==> config.mk <==
export PLATFORM = sky130hd
export DESIGN_NAME = multicycle_controller
export DESIGN_NICKNAME = d
export VERILOG_FILES = /design/src/rtl/riscv_pkg.sv /design/src/rtl/multicycle_controller_aludec.sv /design/src/rtl/multicycle_controller.sv
export SDC_FILE = /design/constraint.sdc
export NUM_CORES = 1
export LEC_CHECK = 0
export CORE_MARGIN = 1
export CORE_UTILIZATION = 39
export CTS_CLUSTER_SIZE = 24
export DETAILED_ROUTE_END_ITERATION = 8
export GPL_ROUTABILITY_DRIVEN = 0
export PLACE_DENSITY_LB_ADDON = 0.15
export SLEW_MARGIN = 20
export SYNTH_ARGS = -nofsm -noshare
export SYNTH_HDL_FRONTEND = slang
export SYNTH_SLANG_ARGS = --single-unit
export TNS_END_PERCENT = 100
==> constraint.sdc <==
create_clock -name clk -period 4.5 [get_ports clk]
set_clock_uncertainty 0.05 [all_clocks]
set_input_delay 0.675 -clock clk [delete_from_list [all_inputs] [get_ports clk]]
set_output_delay 0.675 -clock clk [all_outputs]
set_load 0.01 [all_outputs]
==> src/rtl/riscv_pkg.sv <==
// Shared encodings for the multicycle RISC-V control path: FSM states,
// opcodes and the select/operation codes driven toward the datapath.
package riscv_pkg;

    localparam logic [3:0] S_FETCH    = 4'd0;
    localparam logic [3:0] S_DECODE   = 4'd1;
    localparam logic [3:0] S_MEMADR   = 4'd2;
    localparam logic [3:0] S_MEMREAD  = 4'd3;
    localparam logic [3:0] S_MEMWB    = 4'd4;
    localparam logic [3:0] S_MEMWRITE = 4'd5;
    localparam logic [3:0] S_EXECUTER = 4'd6;
    localparam logic [3:0] S_ALUWB    = 4'd7;
    localparam logic [3:0] S_EXECUTEI = 4'd8;
    localparam logic [3:0] S_JAL      = 4'd9;
    localparam logic [3:0] S_BEQ      = 4'd10;

    localparam logic [6:0] OP_LW  = 7'b0000011;
    localparam logic [6:0] OP_SW  = 7'b0100011;
    localparam logic [6:0] OP_R   = 7'b0110011;
    localparam logic [6:0] OP_I   = 7'b0010011;
    localparam logic [6:0] OP_JAL = 7'b1101111;
    localparam logic [6:0] OP_BEQ = 7'b1100011;

    localparam logic [1:0] ALUOP_ADD   = 2'b00;
    localparam logic [1:0] ALUOP_SUB   = 2'b01;
    localparam logic [1:0] ALUOP_FUNCT = 2'b10;

    localparam logic [2:0] ALU_ADD = 3'b000;
    localparam logic [2:0] ALU_SUB = 3'b001;
    localparam logic [2:0] ALU_AND = 3'b010;
    localparam logic [2:0] ALU_OR  = 3'b011;
    localparam logic [2:0] ALU_SLT = 3'b101;

    localparam logic [1:0] RES_ALUOUT    = 2'b00;
    localparam logic [1:0] RES_DATA      = 2'b01;
    localparam logic [1:0] RES_ALURESULT = 2'b10;

    localparam logic [1:0] SRCA_PC    = 2'b00;
    localparam logic [1:0] SRCA_OLDPC = 2'b01;
    localparam logic [1:0] SRCA_REG   = 2'b10;

    localparam logic [1:0] SRCB_REG  = 2'b00;
    localparam logic [1:0] SRCB_IMM  = 2'b01;
    localparam logic [1:0] SRCB_FOUR = 2'b10;

    localparam logic [1:0] IMM_I = 2'b00;
    localparam logic [1:0] IMM_S = 2'b01;
    localparam logic [1:0] IMM_B = 2'b10;
    localparam logic [1:0] IMM_J = 2'b11;

    // Per-state control bundle produced by the Moore output decode.
    typedef struct packed {
        logic       pcUpdate;
        logic       branch;
        logic       adrSrc;
        logic       memWrite;
        logic       irWrite;
        logic       regWrite;
        logic [1:0] resultSrc;
        logic [1:0] aluSrcA;
        logic [1:0] aluSrcB;
        logic [1:0] aluOp;
    } ctrlSignals_t;

endpackage

==> src/rtl/multicycle_controller_aludec.sv <==
// ALU operation decoder shared with the single-cycle core: maps ALUOp plus
// instruction fields onto the ALU's operation select.
module aludec
    import riscv_pkg::*;
(
    input  logic       opb5,
    input  logic [2:0] funct3,
    input  logic       funct7b5,
    input  logic [1:0] aluOp,
    output logic [2:0] aluControl
);

    always_comb begin
        aluControl = ALU_ADD;
        case (aluOp)
            ALUOP_SUB: aluControl = ALU_SUB;
            ALUOP_FUNCT: begin
                case (funct3)
                    // Only R-type with funct7[5] subtracts; addi never does.
                    3'b000:  aluControl = (opb5 & funct7b5) ? ALU_SUB : ALU_ADD;
                    3'b010:  aluControl = ALU_SLT;
                    3'b110:  aluControl = ALU_OR;
                    3'b111:  aluControl = ALU_AND;
                    default: aluControl = ALU_ADD;
                endcase
            end
            default: aluControl = ALU_ADD;
        endcase
    end

endmodule

==> src/rtl/multicycle_controller.sv <==
// Multicycle RISC-V control unit: Moore FSM sequencing fetch/decode/execute/
// memory/writeback, plus the immediate-format and ALU decoders.
module multicycle_controller
    import riscv_pkg::*;
(
    input  logic       clk,
    input  logic       reset,
    input  logic [6:0] op,
    input  logic [2:0] funct3,
    input  logic       funct7b5,
    input  logic       Zero,
    output logic       PCWrite,
    output logic       AdrSrc,
    output logic       MemWrite,
    output logic       IRWrite,
    output logic [1:0] ResultSrc,
    output logic [1:0] ALUSrcA,
    output logic [1:0] ALUSrcB,
    output logic [1:0] ImmSrc,
    output logic [2:0] ALUControl,
    output logic       RegWrite,
    output logic [3:0] state
);

    logic [3:0]   stateReg;
    logic [3:0]   nextState;
    logic [3:0]   curState;
    ctrlSignals_t ctrl;

    always_ff @(posedge clk) begin
        if (reset) stateReg <= S_FETCH;
        else       stateReg <= nextState;
    end

    always_comb begin
        nextState = S_FETCH;
        case (stateReg)
            S_FETCH: nextState = S_DECODE;
            S_DECODE: begin
                case (op)
                    OP_LW, OP_SW: nextState = S_MEMADR;
                    OP_R:         nextState = S_EXECUTER;
                    OP_I:         nextState = S_EXECUTEI;
                    OP_JAL:       nextState = S_JAL;
                    OP_BEQ:       nextState = S_BEQ;
                    default:      nextState = S_FETCH;
                endcase
            end
            S_MEMADR:   nextState = op[5] ? S_MEMWRITE : S_MEMREAD;
            S_MEMREAD:  nextState = S_MEMWB;
            S_EXECUTER: nextState = S_ALUWB;
            S_EXECUTEI: nextState = S_ALUWB;
            S_JAL:      nextState = S_ALUWB;
            default:    nextState = S_FETCH;
        endcase
    end

    // While reset is high the outputs present FETCH values, strobes gated below.
    assign curState = reset ? S_FETCH : stateReg;

    always_comb begin
        ctrl = '0;
        case (curState)
            S_FETCH: begin
                ctrl.irWrite   = 1'b1;
                ctrl.aluSrcA   = SRCA_PC;
                ctrl.aluSrcB   = SRCB_FOUR;
                ctrl.aluOp     = ALUOP_ADD;
                ctrl.resultSrc = RES_ALURESULT;
                ctrl.pcUpdate  = 1'b1;
            end
            S_DECODE: begin
                ctrl.aluSrcA = SRCA_OLDPC;
                ctrl.aluSrcB = SRCB_IMM;
            end
            S_MEMADR: begin
                ctrl.aluSrcA = SRCA_REG;
                ctrl.aluSrcB = SRCB_IMM;
            end
            S_MEMREAD: begin
                ctrl.resultSrc = RES_ALUOUT;
                ctrl.adrSrc    = 1'b1;
            end
            S_MEMWB: begin
                ctrl.resultSrc = RES_DATA;
                ctrl.regWrite  = 1'b1;
            end
            S_MEMWRITE: begin
                ctrl.adrSrc   = 1'b1;
                ctrl.memWrite = 1'b1;
            end
            S_EXECUTER: begin
                ctrl.aluSrcA = SRCA_REG;
                ctrl.aluSrcB = SRCB_REG;
                ctrl.aluOp   = ALUOP_FUNCT;
            end
            S_ALUWB: ctrl.regWrite = 1'b1;
            S_EXECUTEI: begin
                ctrl.aluSrcA = SRCA_REG;
                ctrl.aluSrcB = SRCB_IMM;
                ctrl.aluOp   = ALUOP_FUNCT;
            end
            S_JAL: begin
                ctrl.aluSrcA  = SRCA_OLDPC;
                ctrl.aluSrcB  = SRCB_FOUR;
                ctrl.pcUpdate = 1'b1;
            end
            S_BEQ: begin
                ctrl.aluSrcA = SRCA_REG;
                ctrl.aluSrcB = SRCB_REG;
                ctrl.aluOp   = ALUOP_SUB;
                ctrl.branch  = 1'b1;
            end
            default: ctrl = '0;
        endcase
    end

    always_comb begin
        case (op)
            OP_SW:   ImmSrc = IMM_S;
            OP_BEQ:  ImmSrc = IMM_B;
            OP_JAL:  ImmSrc = IMM_J;
            default: ImmSrc = IMM_I;
        endcase
    end

    aludec uAludec (
        .opb5       (op[5]),
        .funct3     (funct3),
        .funct7b5   (funct7b5),
        .aluOp      (ctrl.aluOp),
        .aluControl (ALUControl)
    );

    assign PCWrite   = ~reset & (ctrl.pcUpdate | (ctrl.branch & Zero));
    assign IRWrite   = ~reset & ctrl.irWrite;
    assign MemWrite  = ~reset & ctrl.memWrite;
    assign RegWrite  = ~reset & ctrl.regWrite;
    assign AdrSrc    = ctrl.adrSrc;
    assign ResultSrc = ctrl.resultSrc;
    assign ALUSrcA   = ctrl.aluSrcA;
    assign ALUSrcB   = ctrl.aluSrcB;
    assign state     = stateReg;

endmodule
==> After elaboration in Yosys (flattened, before gate mapping) <==
Index checks and enable logic that the tools add are counted.
{ "totals": {"in_bits": 14, "elab_cells": 64, "regBits": 4, "output_inout_bits": 20} }
{ "classes": {"reduce_logical": 11, "n_eq_ne": 27, "mux": 17, "n_bitwise": 8} }
{ "ops": {"columns": ["op", "count"], "rows": [
  ["case mux 4 bit (5 select lines)", 3],
  ["equality test 4 x 3 -> 1 bit, second input constant", 5],
  ["equality test 4 bit, second input constant", 5],
  ["equality test 4 x 2 -> 1 bit, second input constant", 4],
  ["equality test 7 x 6 -> 1 bit, second input constant", 2],
  ["equality test 7 bit, second input constant", 2],
  ["OR reduction 2 bit", 7],
  ["case mux 3 bit (4 select lines)", 1],
  ["equality test 4 x 1 -> 1 bit, second input constant", 2],
  ["zero test 4 bit", 2],
  ["case mux 2 bit (2 select lines)", 2],
  ["equality test 7 x 2 -> 1 bit, second input constant", 1],
  ["equality test 7 x 5 -> 1 bit, second input constant", 1],
  ["2-to-1 mux 1 bit", 7],
  ["bitwise AND 1 bit", 6],
  ["equality test 3 bit, second input constant", 2],
  ["case mux 2 bit (3 select lines)", 1],
  ["case mux 3 bit (2 select lines)", 1],
  ["2-to-1 mux 4 bit", 1],
  ["equality test 3 x 2 -> 1 bit, second input constant", 1],
  ["zero test 3 bit", 1],
  ["2-to-1 mux 3 bit", 1],
  ["OR reduction 3 bit", 1],
  ["equality test 2 x 1 -> 1 bit, second input constant", 1],
  ["other kinds (3)", 3]
]} }

==> Depth between registers and ports, before layout <==
Gate-level depths: netlist of the first run.
{ "logic_depth": {"word_depth": 6, "ltp_mapped": 7, "ltp_nobuf": 6} }

==> By module <==
A second synthesis of the first run with hierarchy kept.
{ "unflattened": {"hier_cells": 88, "hier_area_um2": 641.9} }
{ "modules_own_cells": {"columns": ["module", "cells_per_inst", "area_each_um2", "instances", "seq_area_each_um2"], "rows": [
  ["multicycle_controller", 77, 545.5, 1, 80.1],
  ["aludec", 11, 96.3, 1, 0.0]
]} }

==> Worst setup path before layout of the first run <==
OpenSTA, ideal clock, no wires.
{ "synth_timing": {"path_kind": "input to output", "from": "input reset", "to": "output ALUControl[0]", "arrival_ps": 1555, "stages": 5, "slack_ps": 2220, "required_ps": 3775, "n_path_buf": 1, "cell_sequence": "clkbuf_1 > nor3_1 > ha_1 > a31oi_1 > a21oi_1"} }
{ "synth_via": {"elab_chain_len": 6, "word_cells_on_any_way": 9, "classes_between": "eq/ne: 5; mux: 3; reduce/logical: 1"} }
{ "synth_lines": {"columns": ["element", "line", "rtl"], "rows": [
  ["start: declaration", "multicycle_controller.sv:7", "input logic reset,"],
  ["2-to-1 mux 4 bit *", "multicycle_controller.sv:59", "assign curState = reset ? S_FETCH : stateReg;"],
  ["equality test 4 bit / equality test 4 x 3 -> 1 bit (equally long branches)", "multicycle_controller.sv:63", "case (curState)"],
  ["OR reduction 2 bit (no source line)", null, null],
  ["case mux 2 bit (2 select lines) *", "multicycle_controller.sv:63", null],
  ["equality test 2 bit / equality test 2 x 1 -> 1 bit (equally long branches)", "multicycle_controller_aludec.sv:15", "case (aluOp)"],
  ["case mux 3 bit (2 select lines) *", "multicycle_controller_aludec.sv:15", null],
  ["end: declaration", "multicycle_controller.sv:20", "output logic [2:0] ALUControl,"]
]} }
Every way passes the cells marked *; elsewhere a longest branch is shown, timed or not.

==> Final worst setup path of the first run <==
Same ends and word-level chain as after synthesis.

==> results of run 1 <==
==> layout make-up <==
class | instances | area, µm² | share of cell area
repair buffers | 33 | 330 | 0.360
well taps | 15 | 18.8 | 0.0205
multi-input cells | 66 | 443 | 0.483
inverters | 6 | 22.5 | 0.0246
clock buffers | 3 | 22.5 | 0.0246
flip-flops and latches | 4 | 80.1 | 0.0873
==> routing by layer <==
metal / wire [µm] / global-route usage / part of all wire / up-vias
met4: 0 / 0.0667 / 0 / 0
met1: 657 / 0.255 / 0.43 / 315
met5: 0 / 0 / 0 / -
met2: 797 / 0.393 / 0.52 / 25
met3: 68 / 0.0111 / 0.045 / 0
li1: - / - / - / 355
==> through the flow <==
step,util,hold WS [ns],cell area [µm²]
after floorplan,-,0.591,581
final,0.679,0.712,917
after detailed placement,0.663,0.680,895
after CTS,0.679,0.709,917
after global routing,0.679,0.785,917
after global placement,0.663,0.679,895
==> how the worst max path moves through the flow <==
| stage | endpoint |
|---|---|
| after floorplan | ALUControl[0] |
| final | ALUControl[0] |
| after detailed placement | ALUControl[0] |
| after global routing | ALUControl[0] |
| after CTS | ALUControl[0] |
| after global placement | ALUControl[0] |
==> cell families after synthesis <==
logic type | after synthesis
AO/OA/AOI/OAI | 16
XOR/XNOR | 3
adder cells (fa/ha/maj) | 2
buffers and inverters | 11
flip-flops | 4
AND/OR/NAND/NOR | 45
==> worst max-delay path: cells and delay by family <==
kind | cells | cell delay [ns]
and+or+nand+nor | 2 | 0.31
adders and majority gates | 1 | 0.20
buffers and inverters | 3 | 1.40
AOI/OAI and AO/OA | 2 | 0.25
==> where the power goes <==
part / total, mW / internal [mW] / leakage, nW / switching, mW
logic: 0.0435 / 0.0263 / 0.288 / 0.0172
registers: 0.0403 / 0.0366 / 0.0326 / 0.00371
clock network: 0.0452 / 0.0299 / 0.0138 / 0.0153
total: 0.129 / 0.0928 / 0.334 / 0.0363
==> synthesized netlist by cell type <==
cell	number	area (µm²)
or3_1	2	12.5
a31oi_1	3	18.8
nor3_2	1	10.0
and4b_1	1	10.0
o21ai_0	1	5.00
nand2b_1	2	12.5
or3_4	1	11.3
and3_1	3	18.8
a2111oi_2	1	15.0
o21ai_1	1	5.00
nor3b_2	2	25.0
buf_2	1	5.00
nand3_1	4	20.0
xnor2_1	3	26.3
buf_6	1	11.3
nor2_1	8	30.0
a22oi_1	1	7.51
and2b_1	1	7.51
nand4_1	2	12.5
ha_1	2	25.0
o2111ai_1	1	8.76
nor2_2	1	6.26
or2_1	1	6.26
a21oi_1	4	20.0
o21a_1	2	15.0
nor4_1	1	6.26
nor4b_2	1	15.0
clkbuf_1	1	3.75
and4bb_1	1	12.5
inv_2	2	7.51
dfxtp_1	4	80.1
inv_1	4	15.0
a21o_1	1	7.51
a32oi_1	1	8.76
nor3_1	6	30.0
nor2b_1	3	18.8
buf_4	2	15.0
nand2_1	4	15.0
==> impl_metrics.toml, run 1 <==
[status]
outcome = "finished, final reports clean"

[detailed_routing]
drt_iter0_drc = 8
drtAntennaViolNets = 0
wl_per_cell_um = 12.0
vias_per_cell = 5.47
first_pass_iters = 4
drc_errors = 0
wl_um = 1520
vias = 695

[synthesis]
synthSimpleGateAreaFrac = 0.483
synth_mux_area_frac = 0
ys_types = 38
synth.yosys.warnings = 0
ys_seq_area_frac = 0.138
syn-num-nets = 97
syn-cell-area_um2 = 581
ys_seq_elements = 4
postSynthAreaPerCell_um2 = 7.17
synth-xor-area-share = 0.0453
synthAdderAreaFrac = 0.0431
postSynthCellCount = 81
synth_top_family_by_area = "simple AND/OR/NAND/NOR gates"
synth_compound_area_frac = 0.192

[clock_network]
tritoncts.num_buffers = 3
clk_path_buf_depth = 2
cts_root_buf = "clkbuf_4"
cts_resized = 0
cts_tree = "done"
insertion_delay_ns = 0.24
cts_sinks = 4
cts.reportedPaths.clkPinSlew_ns = 0.03
htree_levels = 1
cts_hold_buf = 0
post_cts_buffers = 0

[floorplan]
die_x_um = 40.6
core_um2 = 1350
die_area_um2 = 1650
start_util = 0.430
num_rows = 13
io_pins = 34
dieHeight_um = 40.6

[global_route]
grt_first_pass_wirelength_um = 2460
grt.total_usage = 0.212
grt-ovfl-total = 0
grt_pass1_vias = 591
grt_max_degree = 16
antenna_found_initial = 0

[placed_design]
dp_hpwl_um = 1140
pre_cts_ws_ns = 0.960
io_buffers = 33
placedCellCount = 124

[setup_path]
worstSetupEndpointType = "primary output"
startpoint_type = "input port"
crit_arrival_ns = 2.84
ff2ff_setup_slack_ns = 2.97
crit_top_cell = "clkdlybuf4s50_1"
cp_max_fo = 15
reg2reg_depth = 3
slowest_stage = "clkdlybuf4s50_1"
reg2reg_from = "state[0]"
cp_cell_sequence = "clkdlybuf4s50_1 > nor2_1 > and3_1 > inv_1 > ha_1 > a31oi_1 > a21oi_1 > clkdlybuf4s50_1"
slowest_delay_ns = 0.79
r2r-end = "state[1]"
path_class = "in2out"
critical_path_required_ns = 3.77
startpoint = "reset"

[cells_and_area]
largest_reg_flops = 4
fill_cells = 127
final_common_cell = "clkdlybuf4s50_1"
areaGrowthSynthToFinish_pct = 58.0
fin_nets = 130
layout_common_cells = "clkdlybuf4s50_1 (33), nor2_1 (8), nor3_1 (6)"
insertedDiodeCount = 0
instances_no_fill = 127
drive_above_1_share = 0.107

[timing]
fin_crit_ns = 3.56
fmax_ghz = 0.281
period_share = 0.792
worst_slack_ns = 0.936
hold_viol = 0
rsz0062_at_grt = "no"
slew_headroom = 0.637
setup_tns_ns = 0
setup_viol = 0
finalMaxSlewViolations = 0
worst_pin_slew_ns = 0.543

[hold_path]
hold_path_startpoint = "state[3]"
hold_depth = 2
hold_path_class = "reg2reg"
hold_end = "state[1]"

[power_and_ir_drop]
finalPower_mw = 0.129
power_density_nw_per_um2 = 141
cellLeakagePower_nw = 0.334
ir_worst_vdd_uv = 103

[run]
cap_violations = 0
No activity file was read; power rests on OpenSTA's default activity.
==> inputs of run 2 (changes only) <==
--- a/config.mk
+++ b/config.mk
@@ -6,7 +6,7 @@
 export NUM_CORES = 1
 export LEC_CHECK = 0
 export CORE_MARGIN = 1
-export CORE_UTILIZATION = 39
+export CORE_UTILIZATION = 37
 export CTS_CLUSTER_SIZE = 24
 export DETAILED_ROUTE_END_ITERATION = 8
 export GPL_ROUTABILITY_DRIVEN = 0
==> constraint.sdc (replaced) <==
create_clock -name clk -period 3.65 [get_ports clk]
set_clock_uncertainty 0.05 [all_clocks]
set_input_delay 0.5475 -clock clk [delete_from_list [all_inputs] [get_ports clk]]
set_output_delay 0.5475 -clock clk [all_outputs]
set_load 0.01 [all_outputs]
==> run 2 against run 1 <==
Design area up 0.82%. Largest cell class unchanged. Combinational power up 27%. Highest routed layer is now met4. First-iteration DRC count up 25%.
==> impl_metrics.toml, run 2 (synthesis gave the netlist of run 1 again) <==
[power_and_ir_drop]
ir_worst_vdd_uv = 134
finalPower_mw = 0.160
power_density_nw_per_um2 = 173
cellLeakagePower_nw = 0.339

[timing]
setup_viol = 0
worst_pin_slew_ns = 0.546
rsz0062_at_grt = "no"
fin_crit_ns = 3.10
whs_ns = 0.697
period_share = 0.851
finalMaxSlewViolations = 0
setup_tns_ns = 0
hold_viol = 0
worst_slack_ns = 0.545
slew_headroom = 0.636
fmax_ghz = 0.322

[placed_design]
placedCellCount = 125
io_buffers = 33
pre_cts_ws_ns = 0.638
dp_hpwl_um = 1200
post_dp_cell_area_um2 = 902

[global_route]
grt_first_pass_wirelength_um = 2730
grt_max_degree = 16
grt-ovfl-total = 0
grt_pass1_vias = 643
antenna_found_initial = 0
grt.total_usage = 0.191

[floorplan]
core_um2 = 1380
die_area_um2 = 1730
dieHeight_um = 41.6
die_x_um = 41.6
io_pins = 34
start_util = 0.420
num_rows = 13

[setup_path]
worstSetupEndpointType = "primary output"
startpoint = "state[1]"
critical_path_required_ns = 3.05
startpoint_type = "flop"
crit_arrival_ns = 2.51
ff2ff_setup_slack_ns = 2.09
cp_max_fo = 13
reg2reg_depth = 3
reg2reg_from = "state[0]"
path_class = "reg2out"

[clock_network]
cts_root_buf = "clkbuf_4"
cts_sinks = 4
tritoncts.num_buffers = 3
clk_path_buf_depth = 2
cts_hold_buf = 0
insertion_delay_ns = 0.23
htree_levels = 1
post_cts_buffers = 0
cts_resized = 0
cts.reportedPaths.clkPinSlew_ns = 0.04
cts_tree = "done"

[hold_path]
hold_path_class = "reg2reg"
hold_depth = 2
hold_path_startpoint = "state[3]"

[detailed_routing]
drc_errors = 0
wl_per_cell_um = 11.9
drt_iter0_drc = 10
wl_um = 1530
vias = 706
first_pass_iters = 4
vias_per_cell = 5.52
drtAntennaViolNets = 0

[cells_and_area]
final_common_cell = "clkdlybuf4s50_1"
instances_no_fill = 128
final_util = 0.669
final_area_um2 = 925
areaGrowthSynthToFinish_pct = 59.3
layout_common_cells = "clkdlybuf4s50_1 (33), nor2_1 (8), nor3_1 (6)"
largest_reg_flops = 4
fin_nets = 131
insertedDiodeCount = 0
drive_above_1_share = 0.115

[run]
cap_violations = 0

[status]
outcome = "finished, final reports clean"
run 2: cell count changes in the layout (fill, tap and decap cells not counted), sizes merged:
cell,previous run,this run
buf,0,1
run 2: worst paths after layout:
path	to
hold reg to reg	state[1]
setup reg to reg	state[1]
setup / recovery	ALUControl[0]
hold / removal	state[1]
run 2: critical path, stage by stage, from the launching register on:
cell	delay (ns)
dfxtp_1	0.61
nor2b_1	0.25
a22oi_1	0.12
or3_1	0.34
ha_1	0.29
a21oi_1	0.12
clkdlybuf4s50_1	0.54
run 2: per-layer routing:
layer | up-vias | track usage | share of wire
met2 | 29 | 0.338 | 0.51
met5 | - | 0 | 0
met1 | 311 | 0.246 | 0.43
met3 | 2 | 0.0130 | 0.052
met4 | 0 | 0.0581 | 0.0059
li1 | 364 | - | -
run 2: cell type report:
| type | instances | area [µm²] |
|---|---|---|
| timing repair buffer | 34 | 338 |
| clock buffer | 3 | 22.5 |
| tap | 15 | 18.8 |
| inverter | 6 | 22.5 |
| multi-input combinational | 66 | 443 |
| sequential | 4 | 80.1 |
| fill | 130 | 458 |
run 2: where the power goes:
part,switching [mW],total [mW],internal (mW)
clock network,0.0183,0.0551,0.0368
logic,0.0221,0.0553,0.0332
registers,0.00469,0.0498,0.0451
==> inputs of run 3 (changes only) <==
--- a/config.mk
+++ b/config.mk
@@ -5,6 +5,7 @@
 export SDC_FILE = /design/constraint.sdc
 export NUM_CORES = 1
 export LEC_CHECK = 0
+export CAP_MARGIN = 0
 export CORE_MARGIN = 1
 export CORE_UTILIZATION = 37
 export CTS_CLUSTER_SIZE = 24
==> results of run 3 <==
The final DEF is identical to that of run 2; final timing and power are the same.
